## src/rtl/msx_pkg.sv

```systemverilog
// msx_pkg: shared types for the MSX core wait-state logic
//   wait_state_t : wait generator FSM states
//   wait_class_t : Z80 bus cycle classes, listed in detection priority order
package msx_pkg;
    typedef enum logic [1:0] {IDLE, WAIT, HOLD} wait_state_t;
    typedef enum logic [1:0] {NONE, M1, IO, MEM} wait_class_t;
endpackage

```

## src/rtl/msx_wait_gen.sv

```systemverilog
// msx_wait_gen: per-class programmable Z80 wait-state generator with external wait merge
//   clk21m, reset     : system clock, async active-high reset
//   ce_3m58_p         : CPU clock enable, all state steps on it
//   m1_n..rfrsh_n     : T80 bus strobes (active-low)
//   exwait_n          : external wait request, merged combinationally into wait_n
//   enable            : 0 disables all internal waits
//   m1_waits/io_waits/mem_waits : wait counts per cycle class
//   wait_n, in_wait, wait_total : CPU WAIT_n, internal-wait flag, wrapping wait-tick counter
module msx_wait_gen
    import msx_pkg::*;
#(
    parameter int CNT_W  = 3,
    parameter int STAT_W = 16
) (
    input  logic              clk21m,
    input  logic              reset,
    input  logic              ce_3m58_p,
    input  logic              m1_n,
    input  logic              mreq_n,
    input  logic              iorq_n,
    input  logic              rd_n,
    input  logic              wr_n,
    input  logic              rfrsh_n,
    input  logic              exwait_n,
    input  logic              enable,
    input  logic [CNT_W-1:0]  m1_waits,
    input  logic [CNT_W-1:0]  io_waits,
    input  logic [CNT_W-1:0]  mem_waits,
    output logic              wait_n,
    output logic              in_wait,
    output logic [STAT_W-1:0] wait_total
);
    function automatic wait_class_t classify(input logic m1, mreq, iorq, rd, wr, rfsh);
        return (!m1 && (!mreq || !iorq))                  ? M1  :
               (m1 && !iorq && (!rd || !wr))              ? IO  :
               (m1 && !mreq && rfsh && (!rd || !wr))      ? MEM : NONE;
    endfunction

    wait_state_t      state;
    wait_class_t      cls;
    logic [CNT_W-1:0] cnt;
    logic [CNT_W-1:0] n;
    logic             int_wait_n;

    always_comb begin
        cls = classify(m1_n, mreq_n, iorq_n, rd_n, wr_n, rfrsh_n);
        n   = !enable      ? '0        :
              (cls == M1)  ? m1_waits  :
              (cls == IO)  ? io_waits  :
              (cls == MEM) ? mem_waits : '0;
    end

    always_ff @(posedge clk21m or posedge reset) begin
        if (reset) begin
            state      <= IDLE;
            cnt        <= '0;
            int_wait_n <= 1'b1;
            in_wait    <= 1'b0;
            wait_total <= '0;
        end else if (ce_3m58_p) begin
            case (state)
                IDLE: if (cls != NONE) begin
                    if (n != '0) begin
                        state      <= WAIT;
                        cnt        <= n;
                        int_wait_n <= 1'b0;
                        in_wait    <= 1'b1;
                    end else begin
                        state <= HOLD;
                    end
                end
                WAIT: begin
                    cnt        <= cnt - 1'b1;
                    wait_total <= wait_total + 1'b1;
                    if (cnt == 1) begin
                        int_wait_n <= 1'b1;
                        in_wait    <= 1'b0;
                        state      <= HOLD;
                    end
                end
                // Wait for the bus to go idle so one bus cycle is never counted twice
                HOLD: if (mreq_n && iorq_n) state <= IDLE;
                default: state <= IDLE;
            endcase
        end
    end

    assign wait_n = int_wait_n & exwait_n;
endmodule

```

## config.mk

```make
export PLATFORM = sky130hd
export DESIGN_NAME = msx_wait_gen
export DESIGN_NICKNAME = d
export VERILOG_FILES = /design/src/rtl/msx_pkg.sv /design/src/rtl/msx_wait_gen.sv
export SDC_FILE = /design/constraint.sdc
export NUM_CORES = 1
export LEC_CHECK = 0
export CAP_MARGIN = 20
export CELL_PAD_IN_SITES_DETAIL_PLACEMENT = 1
export CELL_PAD_IN_SITES_GLOBAL_PLACEMENT = 1
export CORE_UTILIZATION = 35
export CTS_CLUSTER_DIAMETER = 40
export DETAILED_ROUTE_END_ITERATION = 16
export HOLD_SLACK_MARGIN = 0.05
export PLACE_DENSITY = 0.82
export SYNTH_ARGS = -nofsm -noshare
export SYNTH_HDL_FRONTEND = slang
export SYNTH_SLANG_ARGS = --single-unit
```

## constraint.sdc

```tcl
create_clock -name clk21m -period 2 [get_ports clk21m]
set_input_delay 0.4 -clock clk21m [delete_from_list [all_inputs] [get_ports clk21m]]
set_output_delay 0.4 -clock clk21m [all_outputs]
set_load 0.05 [all_outputs]
```

==> results.json, run 1 <==
{
  "clkPwrFrac_pct": 14.9,
  "portBuffers": 37,
  "cts_hold_buf": 0,
  "layout.cells.non_filler": 247,
  "grt_pass1_vias": 1425,
  "outcome": "finished clean",
  "worst_slack_ps": 60.6,
  "synth_warnings": 0,
  "chipHeight_um": 64.2,
  "clock_path_buffers": 2,
  "layout_min_cycle_time_ps": 1940,
  "worstSetupStartpointType": "register",
  "critical_path.max_fanout": 5,
  "maxCapViolations": 0,
  "grt_overflow_total": 0,
  "wl_per_cell_um": 15.1,
  "drtIter0Drc": 56,
  "via_count": 1311,
  "period_share_pct": 97.0,
  "area_growth_pct": 49.3,
  "max_stage_delay_ps": 830,
  "p_sw_share_pct": 41.9,
  "numClockSinks": 23,
  "fin_tns_setup_ps": 0,
  "cp-end-kind": "output port",
  "grt_antenna_before_repair": 0,
  "grtUsageTotal_pct": 19.7,
  "synthesis.area_sq_mm": 0.00135,
  "worst_pin_slew_ps": 510,
  "hpwlAfterDp_um": 2940,
  "syn_area_per_cell_sq_um": 9.67,
  "crit_chain": "clkdlybuf4s50_1",
  "synth-seq-area-share_pct": 42.6,
  "io_pins": 38,
  "syn_inst": 140,
  "crit_buf_inv": 1,
  "syn-num-nets": 163,
  "final_cell_mix": "clkdlybuf4s50_1 (30), dfrtp_1 (22), buf_4 (20)",
  "slew_viol_final": 0,
  "cellLeakagePower_nw": 0.945,
  "final_util_pct": 54.8,
  "clkTransAtPathRegs_ps": 80,
  "peakVddDrop_v": 0.000354,
  "slew_headroom_pct": 65.9,
  "row_count": 22,
  "cts_tree": "yes",
  "fmax_ghz": 0.516,
  "core-area_sq_mm": 0.00369,
  "hold_violations": 0,
  "r2r_slack_ps": 260,
  "p_seq_share_pct": 37.2,
  "grt_pass1_wl_um": 6270,
  "h-tree-depth": 1,
  "detail-route-antenna-nets": 0,
  "cts_buffers": 3,
  "drc_errors": 0,
  "dp_cells": 243,
  "intPower_mw": 1.13,
  "antennaDiodeCount": 0,
  "netSwitchingPower_mw": 0.812,
  "start_util_pct": 36.7,
  "skew_ps": 1.38,
  "crit_type": "reg -> out",
  "ys_ff_latch": 23,
  "drive_above_1_share_pct": 20.1,
  "rsz0062_at_grt": "no",
  "die_area_sq_mm": 0.00412,
  "post-place-ws_ps": -219,
  "avgViaCountPerCell": 5.31,
  "worstPathRequired_ps": 1600,
  "final_common_cell": "clkdlybuf4s50_1",
  "nets": 223,
  "grt_max_degree": 24,
  "clkLatencyLatePin_ps": 270,
  "netlist-cell-type-count": 41,
  "power_mw": 1.94,
  "pwr-share-comb_pct": 47.9,
  "first_pass_iters": 4,
  "routed_wl_um": 3720,
  "gp_congestion": 0.745,
  "hp-class": "in -> async",
  "cts-root-buf": "clkbuf_8",
  "arrival_ps": 1540,
  "die_w_um": 64.2,
  "setup_viol": 0,
  "power.density_mw_per_mm2": 959,
  "crit_family": "buffers and inverters",
  "slowest_stage": "clkdlybuf4s50_1"
}
## logic make-up (layout without fill, tap and decap cells)
kind of cell	count (synthesis)	after routing	share of synthesized area [%]
AO/OA/AOI/OAI	39	39	20.2
XOR/XNOR	15	15	9.70
adder cells (fa/ha/maj)	3	3	2.77
buffers and inverters	8	67	2.31
flip-flops	23	23	42.6
multiplexers	1	1	0.832
AND/OR/NAND/NOR	51	51	21.5
## Yosys cell counts
library cell / number / area share (%)
dfrtp_1: 22 / 41
xnor2_1: 11 / 7.1
nand3_1: 10 / 3.7
nor2_1: 10 / 2.8
inv_1: 7 / 1.9
nand2_1: 7 / 1.9
a21oi_1: 6 / 2.2
o21ai_0: 6 / 2.2
a31oi_1: 5 / 2.3
nand4_1: 5 / 2.3
nor2b_1: 4 / 1.8
xor2_1: 4 / 2.6
a21o_1: 3 / 1.7
and2_1: 3 / 1.4
ha_1: 3 / 2.8
a211oi_1: 2 / 1.1
a22oi_1: 2 / 1.1
a31oi_2: 2 / 1.8
and3_1: 2 / 0.92
nand2b_1: 2 / 0.92
o211ai_1: 2 / 1.1
o21a_1: 2 / 1.1
o21ai_2: 2 / 1.3
a211o_1: 1 / 0.65
a21o_2: 1 / 0.65
a22o_1: 1 / 0.65
a311oi_1: 1 / 0.65
a31o_2: 1 / 0.65
and4_1: 1 / 0.65
and4b_1: 1 / 0.74
and4b_4: 1 / 1.0
buf_2: 1 / 0.37
dfstp_2: 1 / 1.9
mux2_2: 1 / 0.83
nand2_4: 1 / 0.83
nand3_2: 1 / 0.74
nor4_1: 1 / 0.46
o21ai_1: 1 / 0.37
o41ai_1: 1 / 0.65
or2_2: 1 / 0.46
or4_4: 1 / 0.83
## flip-flops by register name (all words and copies together), names as in the netlist
signal and cells:
wait_total 16, cnt 3, state 2, in_wait 1, int_wait_n 1
## routing by layer
metal	vias to the layer above	routed length, um	track usage (%)
li1	628	-	-
met2	39	2000	38.3
met3	6	120	2.14
met1	638	1530	21.1
met4	0	73	8.33
met5	-	0	0
## cell type report
type	instances	area, sq um
sequential	23	577
clock inverter	1	5.00
multi-input combinational	109	778
fill	455	1670
clock buffer	3	41.3
tap	48	60.1
timing repair buffer	56	533
inverter	7	26.3
## final timing paths
kind	depth (start not counted)	startpoint	endpoint
setup / recovery	1	wait_total[9]$_DFFE_PP0P_	wait_total[9]
hold reg to reg	1	wait_total[15]$_DFFE_PP0P_	wait_total[15]$_DFFE_PP0P_
hold / removal	3	reset	wait_total[15]$_DFFE_PP0P_
setup reg to reg	5	state[0]$_DFFE_PP0P_	wait_total[15]$_DFFE_PP0P_
min in group clk21m	1	wait_total[15]$_DFFE_PP0P_	wait_total[15]$_DFFE_PP0P_
max in group asynchronous	3	reset	int_wait_n$_DFFE_PP1P_
## power by group through the flow
stage / clock network, mW / logic (mW) / registers [mW]
floorplan: 0 / 0.428 / 0.858
global placement: 0 / 0.878 / 0.718
detailed placement: 0 / 0.914 / 0.729
CTS: 0.307 / 0.918 / 0.721
global route: 0.323 / 1.02 / 0.740
finish: 0.289 / 0.928 / 0.720
## stage by stage
stage	cell area, sq um	hold WS (ps)
global route	2020	481
global placement	1930	460
CTS	1980	467
floorplan	1350	401
detailed placement	1930	462
finish	2020	462
## timing repair
item / CTS / global route
endpoints found under the setup margin: 0 / 5
resized for setup: 0 / 10
setup buffers: 0 / 0
Power figures use the tool's default switching activity.
==> inputs of run 2 (changes only) <==
--- a/config.mk
+++ b/config.mk
@@ -8,6 +8,7 @@
 export CAP_MARGIN = 20
 export CELL_PAD_IN_SITES_DETAIL_PLACEMENT = 1
 export CELL_PAD_IN_SITES_GLOBAL_PLACEMENT = 1
+export CORE_ASPECT_RATIO = 0.9
 export CORE_UTILIZATION = 35
 export CTS_CLUSTER_DIAMETER = 40
 export DETAILED_ROUTE_END_ITERATION = 16
==> run 2 against run 1 <==
Worst setup slack lost 6.2 ps. Utilization increased by 0.097 points. Count of clock-buffer cells in the layout increased by 1. Sequential cell count did not move. Routed wire length increased by 9.4%. Critical endpoint is now cnt[1]$_DFFE_PP0P_. Sequential power decreased by 3.6%. Combinational power increased by 8%. First-iteration DRC count fell by 45%. Clock power increased by 2%. Clock skew grew 1.7 ps. Highest routed layer unchanged. Register-to-register slack better by 130 ps.
==> results.json, run 2 (synthesis gave the netlist of run 1 again) <==
{
  "outcome": "finished clean",
  "grt_max_degree": 24,
  "first_pass_iters": 4,
  "rsz0062_at_grt": "yes",
  "io_pins": 38,
  "largest_reg_flops": 16,
  "final_util_pct": 54.9,
  "clock_path_buffers": 2,
  "period_share_pct": 97.3,
  "pwr-share-comb_pct": 50.3,
  "chipHeight_um": 61,
  "cts-root-buf": "clkbuf_8",
  "peakVddDrop_v": 0.000400,
  "skew_ps": 3.13,
  "grt_pass1_wl_um": 6450,
  "crit_buf_inv": 1,
  "intPower_mw": 1.14,
  "worst_pin_slew_ps": 509,
  "p_seq_share_pct": 34.9,
  "maxCapViolations": 0,
  "post_cts_buffers": 0,
  "detail-route-antenna-nets": 0,
  "wl_per_cell_um": 16.4,
  "crit_family": "simple AND/OR/NAND/NOR gates",
  "crit_path_frequent_cell": "a31oi_2",
  "via_count": 1330,
  "h-tree-depth": 1,
  "cts_tree": "yes",
  "avgViaCountPerCell": 5.34,
  "drc_errors": 0,
  "worstSetupStartpointType": "input pin",
  "layout_min_cycle_time_ps": 1950,
  "power.density_mw_per_mm2": 978,
  "final.fill_count": 433,
  "fmax_ghz": 0.514,
  "core-area_sq_mm": 0.00370,
  "grt_overflow_total": 0,
  "grtUsageTotal_pct": 21.2,
  "slew_headroom_pct": 65.9,
  "cellLeakagePower_nw": 0.913,
  "crit_chain": "clkdlybuf4s50_1 > and4b_4 > nand3_2 > a31oi_2 > or4_4 > a31oi_2",
  "slew_viol_final": 0,
  "area_growth_pct": 50.2,
  "numClockSinks": 23,
  "start_util_pct": 36.5,
  "hold_violations": 0,
  "final_cell_mix": "clkdlybuf4s50_1 (33), buf_4 (24), dfrtp_1 (22)",
  "gp_congestion": 0.790,
  "antennaDiodeCount": 0,
  "die_w_um": 67.6,
  "hpwlAfterDp_um": 3260,
  "nets": 227,
  "p_sw_share_pct": 42.4,
  "row_count": 21,
  "grt_antenna_before_repair": 0,
  "finalInstanceArea_sq_mm": 0.00203,
  "hp-class": "in -> async",
  "critical_path.max_fanout": 4,
  "fin_tns_setup_ps": 0,
  "place_area_sq_mm": 0.00196,
  "die_area_sq_mm": 0.00412,
  "portBuffers": 37,
  "grt_pass1_vias": 1379,
  "drtIter0Drc": 31,
  "top_register": "wait_total",
  "cts_hold_buf": 0,
  "clkLatencyLatePin_ps": 270,
  "power_mw": 1.99,
  "setup_viol": 0,
  "top_regs": "wait_total (16), cnt (3), state (2)",
  "cts_buffers": 3,
  "drive_above_1_share_pct": 22.7,
  "worstPathRequired_ps": 2190,
  "crit_type": "in -> reg",
  "netSwitchingPower_mw": 0.844,
  "whs_ps": 472,
  "arrival_ps": 2130,
  "cp-end-kind": "register",
  "routed_wl_um": 4080,
  "final_common_cell": "clkdlybuf4s50_1",
  "max_stage_delay_ps": 550,
  "slowest_stage": "or4_4",
  "clkPwrFrac_pct": 14.8,
  "clkTransAtPathRegs_ps": 80
}
-- run 2: tightest hold or removal path: stages --
cell and delay [ps]:
clkdlybuf4s50_1 390, inv_1 50, buf_4 300
-- run 2: path summary, 6_finish.rpt --
check	from	end	slack, ps	depth (start not counted)
min in group clk21m	wait_total[15]$_DFFE_PP0P_	wait_total[15]$_DFFE_PP0P_	470	1
max reg2reg	state[1]$_DFFE_PP0P_	wait_total[11]$_DFFE_PP0P_	390	5
min	reset	wait_total[15]$_DFFE_PP0P_	470	3
max in group asynchronous	reset	int_wait_n$_DFFE_PP1P_	1240	3
max	mreq_n	cnt[1]$_DFFE_PP0P_	50	6
min reg2reg	wait_total[15]$_DFFE_PP0P_	wait_total[15]$_DFFE_PP0P_	470	1
-- run 2: metrics by stage --
stage / instances / setup slack [ps]
2_1_floorplan: 140 / 267
3_3_place_gp: 245 / -130
3_5_place_dp: 245 / -260
4_1_cts: 249 / 21.8
5_1_grt: 249 / -18.5
6_report: 249 / 54.4
-- run 2: routing by layer --
| metal | vias up | global-route usage [%] | part of all wire, % |
|---|---|---|---|
| li1 | 642 | - | - |
| met1 | 640 | 23.8 | 40 |
| met2 | 40 | 41.6 | 55 |
| met3 | 8 | 2.07 | 3.2 |
| met4 | 0 | 6.69 | 1.5 |
| met5 | - | 0 | 0 |
-- run 2: timing repair --
action | CTS | global route
endpoints found under the hold margin | 0 | 0
endpoints found under the setup margin | 0 | 5
gates resized for setup | 0 | 7
-- run 2: power by group through the flow --
stage / sequential [mW] / clock (mW) / combinational (mW)
final: 0.694 / 0.295 / 1.00
after global routing: 0.713 / 0.311 / 1.07
after CTS: 0.693 / 0.303 / 0.985
after detailed placement: 0.698 / 0 / 0.982
after global placement: 0.686 / 0 / 0.923
after floorplan: 0.858 / 0 / 0.428
-- run 2: area by class of cell --
type	count	area, sq um	share of cell area, %
multi-input combinational	109	772	38.0
timing repair buffer	60	556	27.3
sequential	23	577	28.4
tap	46	57.6	2.83
inverter	7	26.3	1.29
clock buffer	4	45.0	2.22
==> inputs of run 3 (changes only) <==
--- a/config.mk
+++ b/config.mk
@@ -12,7 +12,6 @@
 export CORE_UTILIZATION = 35
 export CTS_CLUSTER_DIAMETER = 40
 export DETAILED_ROUTE_END_ITERATION = 16
-export HOLD_SLACK_MARGIN = 0.05
 export PLACE_DENSITY = 0.82
 export SYNTH_ARGS = -nofsm -noshare
 export SYNTH_HDL_FRONTEND = slang
==> results of run 3 <==
Final layout, timing and power as in run 2 (identical DEF).
